<file path="src/rtl/uart_tx_serializer.sv">
// uart_tx_serializer: baud_tick-enabled byte UART transmitter (8N1 default),
// optional odd/even parity, 1 or 2 stop bits, one-entry holding register.
module uart_tx_serializer #(
    parameter int PARITY    = 0,
    parameter int STOP_BITS = 1
) (
    input  logic       clk_slow,
    input  logic       rst,
    input  logic       baud_tick,
    input  logic [7:0] data_in,
    input  logic       data_valid,
    output logic       data_ready,
    output logic       tx,
    output logic       busy,
    output logic       tx_done
);

    localparam int   PAR_EFF   = (PARITY == 1 || PARITY == 2) ? PARITY : 0;
    localparam int   STOP_EFF  = (STOP_BITS == 2) ? 2 : 1;
    localparam logic PAR_ON    = (PAR_EFF != 0);
    localparam logic PAR_ODD   = (PAR_EFF == 1);
    localparam logic LAST_STOP = (STOP_EFF == 2);

    typedef enum logic [2:0] {
        S_IDLE,
        S_START,
        S_DATA,
        S_PARITY,
        S_STOP
    } state_t;

    state_t     r_state;
    logic [7:0] r_hold_data;
    logic       r_hold_full;
    logic [7:0] r_shift;
    logic       r_par;
    logic [2:0] r_bit_cnt;
    logic       r_stop_cnt;
    logic       r_tx;
    logic       r_tx_done;

    state_t     w_state_nxt;
    logic [7:0] w_hold_data_nxt;
    logic       w_hold_full_nxt;
    logic [7:0] w_shift_nxt;
    logic       w_par_nxt;
    logic [2:0] w_bit_cnt_nxt;
    logic       w_stop_cnt_nxt;
    logic       w_tx_nxt;
    logic       w_tx_done_nxt;
    logic       w_load;
    logic       w_accept;

    assign w_accept   = data_valid && !r_hold_full;
    assign data_ready = !r_hold_full;
    assign tx         = r_tx;
    assign busy       = (r_state != S_IDLE);
    assign tx_done    = r_tx_done;

    always_ff @(posedge clk_slow) begin
        if (rst) begin
            r_state     <= S_IDLE;
            r_hold_data <= 8'h00;
            r_hold_full <= 1'b0;
            r_shift     <= 8'h00;
            r_par       <= 1'b0;
            r_bit_cnt   <= 3'd0;
            r_stop_cnt  <= 1'b0;
            r_tx        <= 1'b1;
            r_tx_done   <= 1'b0;
        end else begin
            r_state     <= w_state_nxt;
            r_hold_data <= w_hold_data_nxt;
            r_hold_full <= w_hold_full_nxt;
            r_shift     <= w_shift_nxt;
            r_par       <= w_par_nxt;
            r_bit_cnt   <= w_bit_cnt_nxt;
            r_stop_cnt  <= w_stop_cnt_nxt;
            r_tx        <= w_tx_nxt;
            r_tx_done   <= w_tx_done_nxt;
        end
    end

    always_comb begin
        w_state_nxt     = r_state;
        w_hold_data_nxt = r_hold_data;
        w_hold_full_nxt = r_hold_full;
        w_shift_nxt     = r_shift;
        w_par_nxt       = r_par;
        w_bit_cnt_nxt   = r_bit_cnt;
        w_stop_cnt_nxt  = r_stop_cnt;
        w_tx_nxt        = r_tx;
        w_tx_done_nxt   = 1'b0;
        w_load          = 1'b0;

        if (w_accept) begin
            w_hold_data_nxt = data_in;
            w_hold_full_nxt = 1'b1;
        end

        if (baud_tick) begin
            case (r_state)
                S_IDLE: begin
                    w_load = r_hold_full;
                end
                S_START: begin
                    w_tx_nxt      = r_shift[0];
                    w_bit_cnt_nxt = 3'd0;
                    w_state_nxt   = S_DATA;
                end
                S_DATA: begin
                    if (r_bit_cnt != 3'd7) begin
                        w_shift_nxt   = r_shift >> 1;
                        w_tx_nxt      = r_shift[1];
                        w_bit_cnt_nxt = r_bit_cnt + 3'd1;
                    end else if (PAR_ON) begin
                        w_tx_nxt    = r_par;
                        w_state_nxt = S_PARITY;
                    end else begin
                        w_tx_nxt       = 1'b1;
                        w_stop_cnt_nxt = 1'b0;
                        w_state_nxt    = S_STOP;
                    end
                end
                S_PARITY: begin
                    w_tx_nxt       = 1'b1;
                    w_stop_cnt_nxt = 1'b0;
                    w_state_nxt    = S_STOP;
                end
                S_STOP: begin
                    if (r_stop_cnt != LAST_STOP) begin
                        w_stop_cnt_nxt = r_stop_cnt + 1'b1;
                    end else begin
                        w_tx_done_nxt = 1'b1;
                        w_load        = r_hold_full;
                        if (!r_hold_full) begin
                            w_tx_nxt    = 1'b1;
                            w_state_nxt = S_IDLE;
                        end
                    end
                end
                default: begin
                    w_tx_nxt    = 1'b1;
                    w_state_nxt = S_IDLE;
                end
            endcase
        end

        // Load never coincides with accept: accept needs an empty holder.
        if (w_load) begin
            w_tx_nxt        = 1'b0;
            w_shift_nxt     = r_hold_data;
            w_hold_full_nxt = 1'b0;
            w_par_nxt       = (^r_hold_data) ^ PAR_ODD;
            w_state_nxt     = S_START;
        end
    end

endmodule

</file>
<file path="config.mk">
export PLATFORM = sky130hd
export DESIGN_NAME = uart_tx_serializer
export DESIGN_NICKNAME = d
export VERILOG_FILES = /design/src/rtl/uart_tx_serializer.sv
export SDC_FILE = /design/constraint.sdc
export NUM_CORES = 1
export LEC_CHECK = 0
export ABC_AREA = 1
export BUFFER_PORTS_ARGS = -buffer_cell sky130_fd_sc_hd__buf_2
export CAP_MARGIN = 20
export CORE_MARGIN = 8
export CORE_UTILIZATION = 58
export CTS_BUF_LIST = sky130_fd_sc_hd__clkbuf_4 sky130_fd_sc_hd__clkbuf_8
export DETAILED_ROUTE_END_ITERATION = 6
export HOLD_SLACK_MARGIN = 0.02
export PLACE_DENSITY_LB_ADDON = 0.3
export SLEW_MARGIN = 40
export SYNTH_ARGS = -nofsm -noshare
export SYNTH_HDL_FRONTEND = slang
export SYNTH_SLANG_ARGS = --single-unit
</file>
<file path="constraint.sdc">
create_clock -name clk_slow -period 1.6 [get_ports clk_slow]
set_input_delay 0.08 -clock clk_slow [delete_from_list [all_inputs] [get_ports clk_slow]]
set_output_delay 0.08 -clock clk_slow [all_outputs]
set_load 0.005 [all_outputs]
</file>
Yosys cells after proc, flatten, opt, wreduce, memory -nomap -nowiden
Index checks and enable logic that the tools add are counted.
{"block": "word_totals", "mem_count": 0, "mem_bits_rw": 0, "output_inout_bits": 4, "ff_bits": 26, "latch_bits": 0, "mem_bits_ro": 0}
{"block": "classes", "n_reduce_logical": 17, "addsub": 2, "bitwise_logic": 3, "n_div": 0, "multipliers": 0, "magnitude_cmp": 0, "shift": 0, "n_eq_ne": 13, "muxes": 25}
{"cell": "8-bit 2-to-1 mux", "n": 4}
{"cell": "3-bit one-hot mux with 5 select lines", "n": 1}
{"cell": "1-bit 2-to-1 mux", "n": 12}
{"cell": "3-bit 2-to-1 mux", "n": 4}
{"cell": "3-bit != test (second input constant)", "n": 4}
{"cell": "2-bit != test (second input constant)", "n": 5}
{"cell": "5-bit AND reduction", "n": 2}
{"cell": "3-bit AND reduction", "n": 3}
{"cell": "2-bit nonzero test", "n": 4}
{"cell": "3-bit by 2-bit equality test with 1-bit output (second input constant)", "n": 2}
{"cell": "3-bit one-hot mux with 2 select lines", "n": 1}
{"cell": "3-bit nonzero test", "n": 2}
{"cell": "1-bit one-hot mux with 4 select lines", "n": 1}
{"cell": "4-bit AND reduction", "n": 1}
{"cell": "3-bit by 1-bit adder with 3-bit output (second input constant)", "n": 1}
{"cell": "3-bit by 1-bit equality test with 1-bit output (second input constant)", "n": 1}
{"cell": "3-bit equality test (second input constant)", "n": 1}
{"cell": "3-bit logical NOT", "n": 1}
{"cell": "1-bit inverter", "n": 3}
{"cell": "1-bit one-hot mux with 3 select lines", "n": 1}
{"cell": "3-bit OR reduction", "n": 1}
{"cell": "1-bit one-hot mux with 2 select lines", "n": 1}
{"cell": "2-bit OR reduction", "n": 1}
{"cell": "1-bit adder (second input constant)", "n": 1}
{"cell": "other kinds (2)", "n": 2}

Logic depth before layout (Yosys ltp)
{"block": "logic_depth", "word_depth": 5, "ltp_mapped": 10, "ltp_nobuf": 9}

Worst setup path after synthesis
Ideal clock, no wire load.
{"block": "synth_timing", "path_type": "reg2reg", "from": "reg r_bit_cnt[0]", "to": "reg r_shift[0]", "setup_slack_ns": 0.248, "path_stages_with_launch": 10, "required_time_ns": 1.487, "synth_period_minus_slack_ns": 1.352, "path_buffers": 1, "setup_ns": 0.113, "t_arrival_ns": 1.239, "cell_sequence": "dfxtp_1 ha_1 ha_1 inv_1 nand3_2 nand2_2 nand2_4 buf_6 nor2_1 nor2_1"}
{"block": "synth_between", "elab_chain_len": 3}
{"element": "start: declaration", "line_no": "37", "text": "logic [2:0] r_bit_cnt;"}
{"element": "start signal: assignment", "line_no": "77", "text": "r_bit_cnt <= w_bit_cnt_nxt;"}
{"element": "3-bit != test", "line_no": "112", "text": "if (r_bit_cnt != 3'd7) begin"}
{"element": "2-bit nonzero test (no line)"}
{"element": "3-bit AND reduction (no line)"}
{"element": "end signal: assignment", "line_no": "75", "text": "r_shift <= w_shift_nxt;"}
{"element": "end: declaration", "line_no": "35", "text": "logic [7:0] r_shift;"}
No other way between the ends.
A chain may end at the register's enable or synchronous reset.

Worst setup path in the final report
{"block": "layout_timing", "from": "reg r_bit_cnt[0]", "to": "reg r_shift[3]"}
Same word-level chain as after synthesis.

==> impl_results.md <==
* CP Data Required Time at 1860 ps
* Hold path cells at 3
* Fillcell total at 183
* Unrepaired setup endpoints after global routing: false
* Number of top-level pins at 16
* Hold EP: tx_done
* Synthesized area at around 1200 um2
* RePlAce Congestion at 0.908
* Worst-Margin Slew at 463 ps
* Antenna Cells at 0
* Largest cells by area after synthesis: dfxtp_1, nand2_1, nor2_1, inv_1, nand3_1
* H-tree Lvls at 1
* Clock-pin slew on the worst setup and hold paths at 150 ps
* Setup Crit Path Kind: reg -> reg
* Total Routing Usage GR at 14.6%
* CP max-delay cell: dfxtp_1
* Reg-to-reg critical path startpoint: r_bit_cnt[0]
* Synth Register Bits at 25
* Flop-to-flop setup slack at 180 ps
* Sequential share of the synthesized area at about two fifths
* Layout cells sized above 1 at 15.7%
* Number of CTS-inserted buffers at 3
* Vias in the first global route at between 1,000 and 1,500
* Mapped Nets at 192
* Top-area cell type share of the netlist area at 41.8%
* Final hold violation count at 0
* WL per Instance at between 10 and 15 um
* TNS Setup at 0 ps
* Worst reg2reg path depth at 9
* Clk_skew at 12.3 ps
* PortBufs at 15
* Seq. cell area at 500 um2
* Worst Path Max Fanout at 15
* Hold WC Path Type: in -> reg
* Hold Startpoint: baud_tick
* Drt pass-1 iters at 4
* Initial Util at approximately 61%
* Peak supply drop at 452 uV
* Total power at between 0.001 and 0.0015 W
* Drt initial violations at 37
* Std-Cell Rows at 16
* Clock Tree Buf Depth at 2
* Max Slew Vio Count at 0
* Die Ht at 61.5 um
* Synth Area per Inst at 6.73 um2
* Antenna-violating nets left at 0
* Remaining DRCs at 0
* CP cell instances: ha_1, ha_1, inv_1, nand3_2, nand2_2, nand2_4, nand2_1, nand2_1, nor2_1
* Fin crit period at 1420 ps
* First-pass GRT wire length at ~4300 um
* CTS tree: done
* Inst Count DP at 217
* Max-slew headroom at 68.9%
* Tcrit/Tclk final at 88.5%
* Routed Wire Length at approximately 2500 um
* # Max-Cap Violations at 0
* Max Fclk at 0.707 GHz
* P_leak at 0.710 nW
* Status: complete, no violations
* PwrDens at 842 nW/um2
* Startpoint types: flip-flop
* Die width at 61.5 um
* Synth area leader: dfxtp_1
* Grt ovf at 0
* Hpwl dp at 1760 um
* Multi-input logic area at 596 um2
* Initial antenna violation count at 0
* Drt via density at a little under 5
* Warnings, synthesis at 0
* CP Data Arrival Time at approximately 1700 ps
* Post_cts resized at 0
* Die Area at 3780 um2
* Unique masters post-synth at 19
* Final net count at between 200 and 250
* CTS sink count at 25
* Final setup viols at 0
* Critical R2R Capture: r_shift[3]
* CORE AREA at 1960 um2
* Worst-skew pair later-pin latency at 320 ps
* Mapped Cells at 178
* Largest net degree at the start of global routing at 20
* Clock Root Buffer: clkbuf_4
* Critical path's largest stage delay at around 350 ps
* CP endpoint kind: flip-flop
* Post-CTS setup buffer count at 0
* Non-filler cells in the finished layout at 231
* Area growth from synthesis to layout at 17.6%
* Vias at 1,124
## power by group
part / internal [W] / switching [W] / total [W]
clock network: 0.0000953 / 0.000191 / 0.000286
registers: 0.000666 / 0.0000279 / 0.000694
logic: 0.0000870 / 0.000120 / 0.000207
total: 0.000848 / 0.000339 / 0.00119
## registers in the layout, summed over array words and instances (netlist names)
| register | flops |
|---|---|
| tx | 1 |
| r_shift | 8 |
| r_hold_data | 8 |
| tx_done | 1 |
| r_bit_cnt | 3 |
| r_state | 3 |
| r_hold_full | 1 |
## placed cells by master (no fill, tap or decap), drive strengths merged
cell,count
a21boi,2
o21ai,9
nor2,38
ha,2
dfxtp,25
buf,15
dlygate4sd3,10
a21oi,7
clkbuf,3
clkinv,1
nand3,12
clkinvlp,1
inv,19
nand3b,2
nand2,58
## metrics by stage
| step | util (%) | hold slack, ps | setup WS (ps) | cell area (um2) |
|---|---|---|---|---|
| finish | 71.9 | 64.0 | 185 | 1410 |
| global placement | 65.2 | 304 | 222 | 1280 |
| detailed placement | 65.2 | 311 | 198 | 1280 |
| floorplan | - | 149 | 248 | 1200 |
| CTS | 71.9 | 55.7 | 182 | 1410 |
| global route | 71.9 | 61.7 | 39.7 | 1410 |
## layer usage
layer	share of wire [%]	wire (um)	global-route usage (%)
met2	53	1320	28.4
met3	4.1	101	3.76
met1	42	1050	14.7
met4	0.56	14	4.55
met5	0	0	0
## logic make-up after synthesis
group,share of synthesized area [%]
and+or+nand+nor,39.7
DFF,41.8
buffers and inverters,8.56
AOI/OAI and AO/OA,7.93
adders and majority gates,2.09
## cell usage after synthesis
cell / count
a21boi_0: 2
a21oi_1: 7
buf_2: 1
buf_6: 2
clkinv_1: 1
dfxtp_1: 25
ha_1: 2
inv_1: 16
inv_2: 3
nand2_1: 53
nand2_2: 4
nand2_4: 1
nand3_1: 10
nand3_2: 2
nand3b_1: 2
nor2_1: 35
nor2_2: 2
nor2_4: 1
o21ai_0: 9
## worst max-delay path by stage
stage / from / end / slack, ps / cells after the start
floorplan: r_bit_cnt[0] / r_shift[0] / 250 / 9
global placement: r_bit_cnt[0] / r_shift[6] / 220 / 8
detailed placement: r_bit_cnt[0] / r_shift[4] / 200 / 8
CTS: r_bit_cnt[0] / r_shift[4] / 180 / 8
global route: r_bit_cnt[0] / r_shift[1] / 40 / 9
finish: r_bit_cnt[0] / r_shift[3] / 180 / 9
## worst max-delay path: cells and delay by family, from the launching register on
kind | cells | cell delay [ps]
flip-flops | 1 | 350
adder cells (fa/ha/maj) | 2 | 390
AND/OR/NAND/NOR | 6 | 520
buffers and inverters | 1 | 80
## layout make-up
cell class,instances,share of cell area (%)
inverters,20,5.32
repair buffers,25,12.4
clock buffers,3,1.60
well taps,27,2.40
flip-flops and latches,25,35.5
clock inverters,1,0.532
multi-input cells,130,42.2
## timing repair
| item | 4_1_cts | 5_1_grt |
|---|---|---|
| endpoints found under the setup margin | 0 | 0 |
| hold buffers | 10 | 0 |
| endpoints found under the hold margin | 13 | 0 |
No activity file was read; power rests on OpenSTA's default activity.
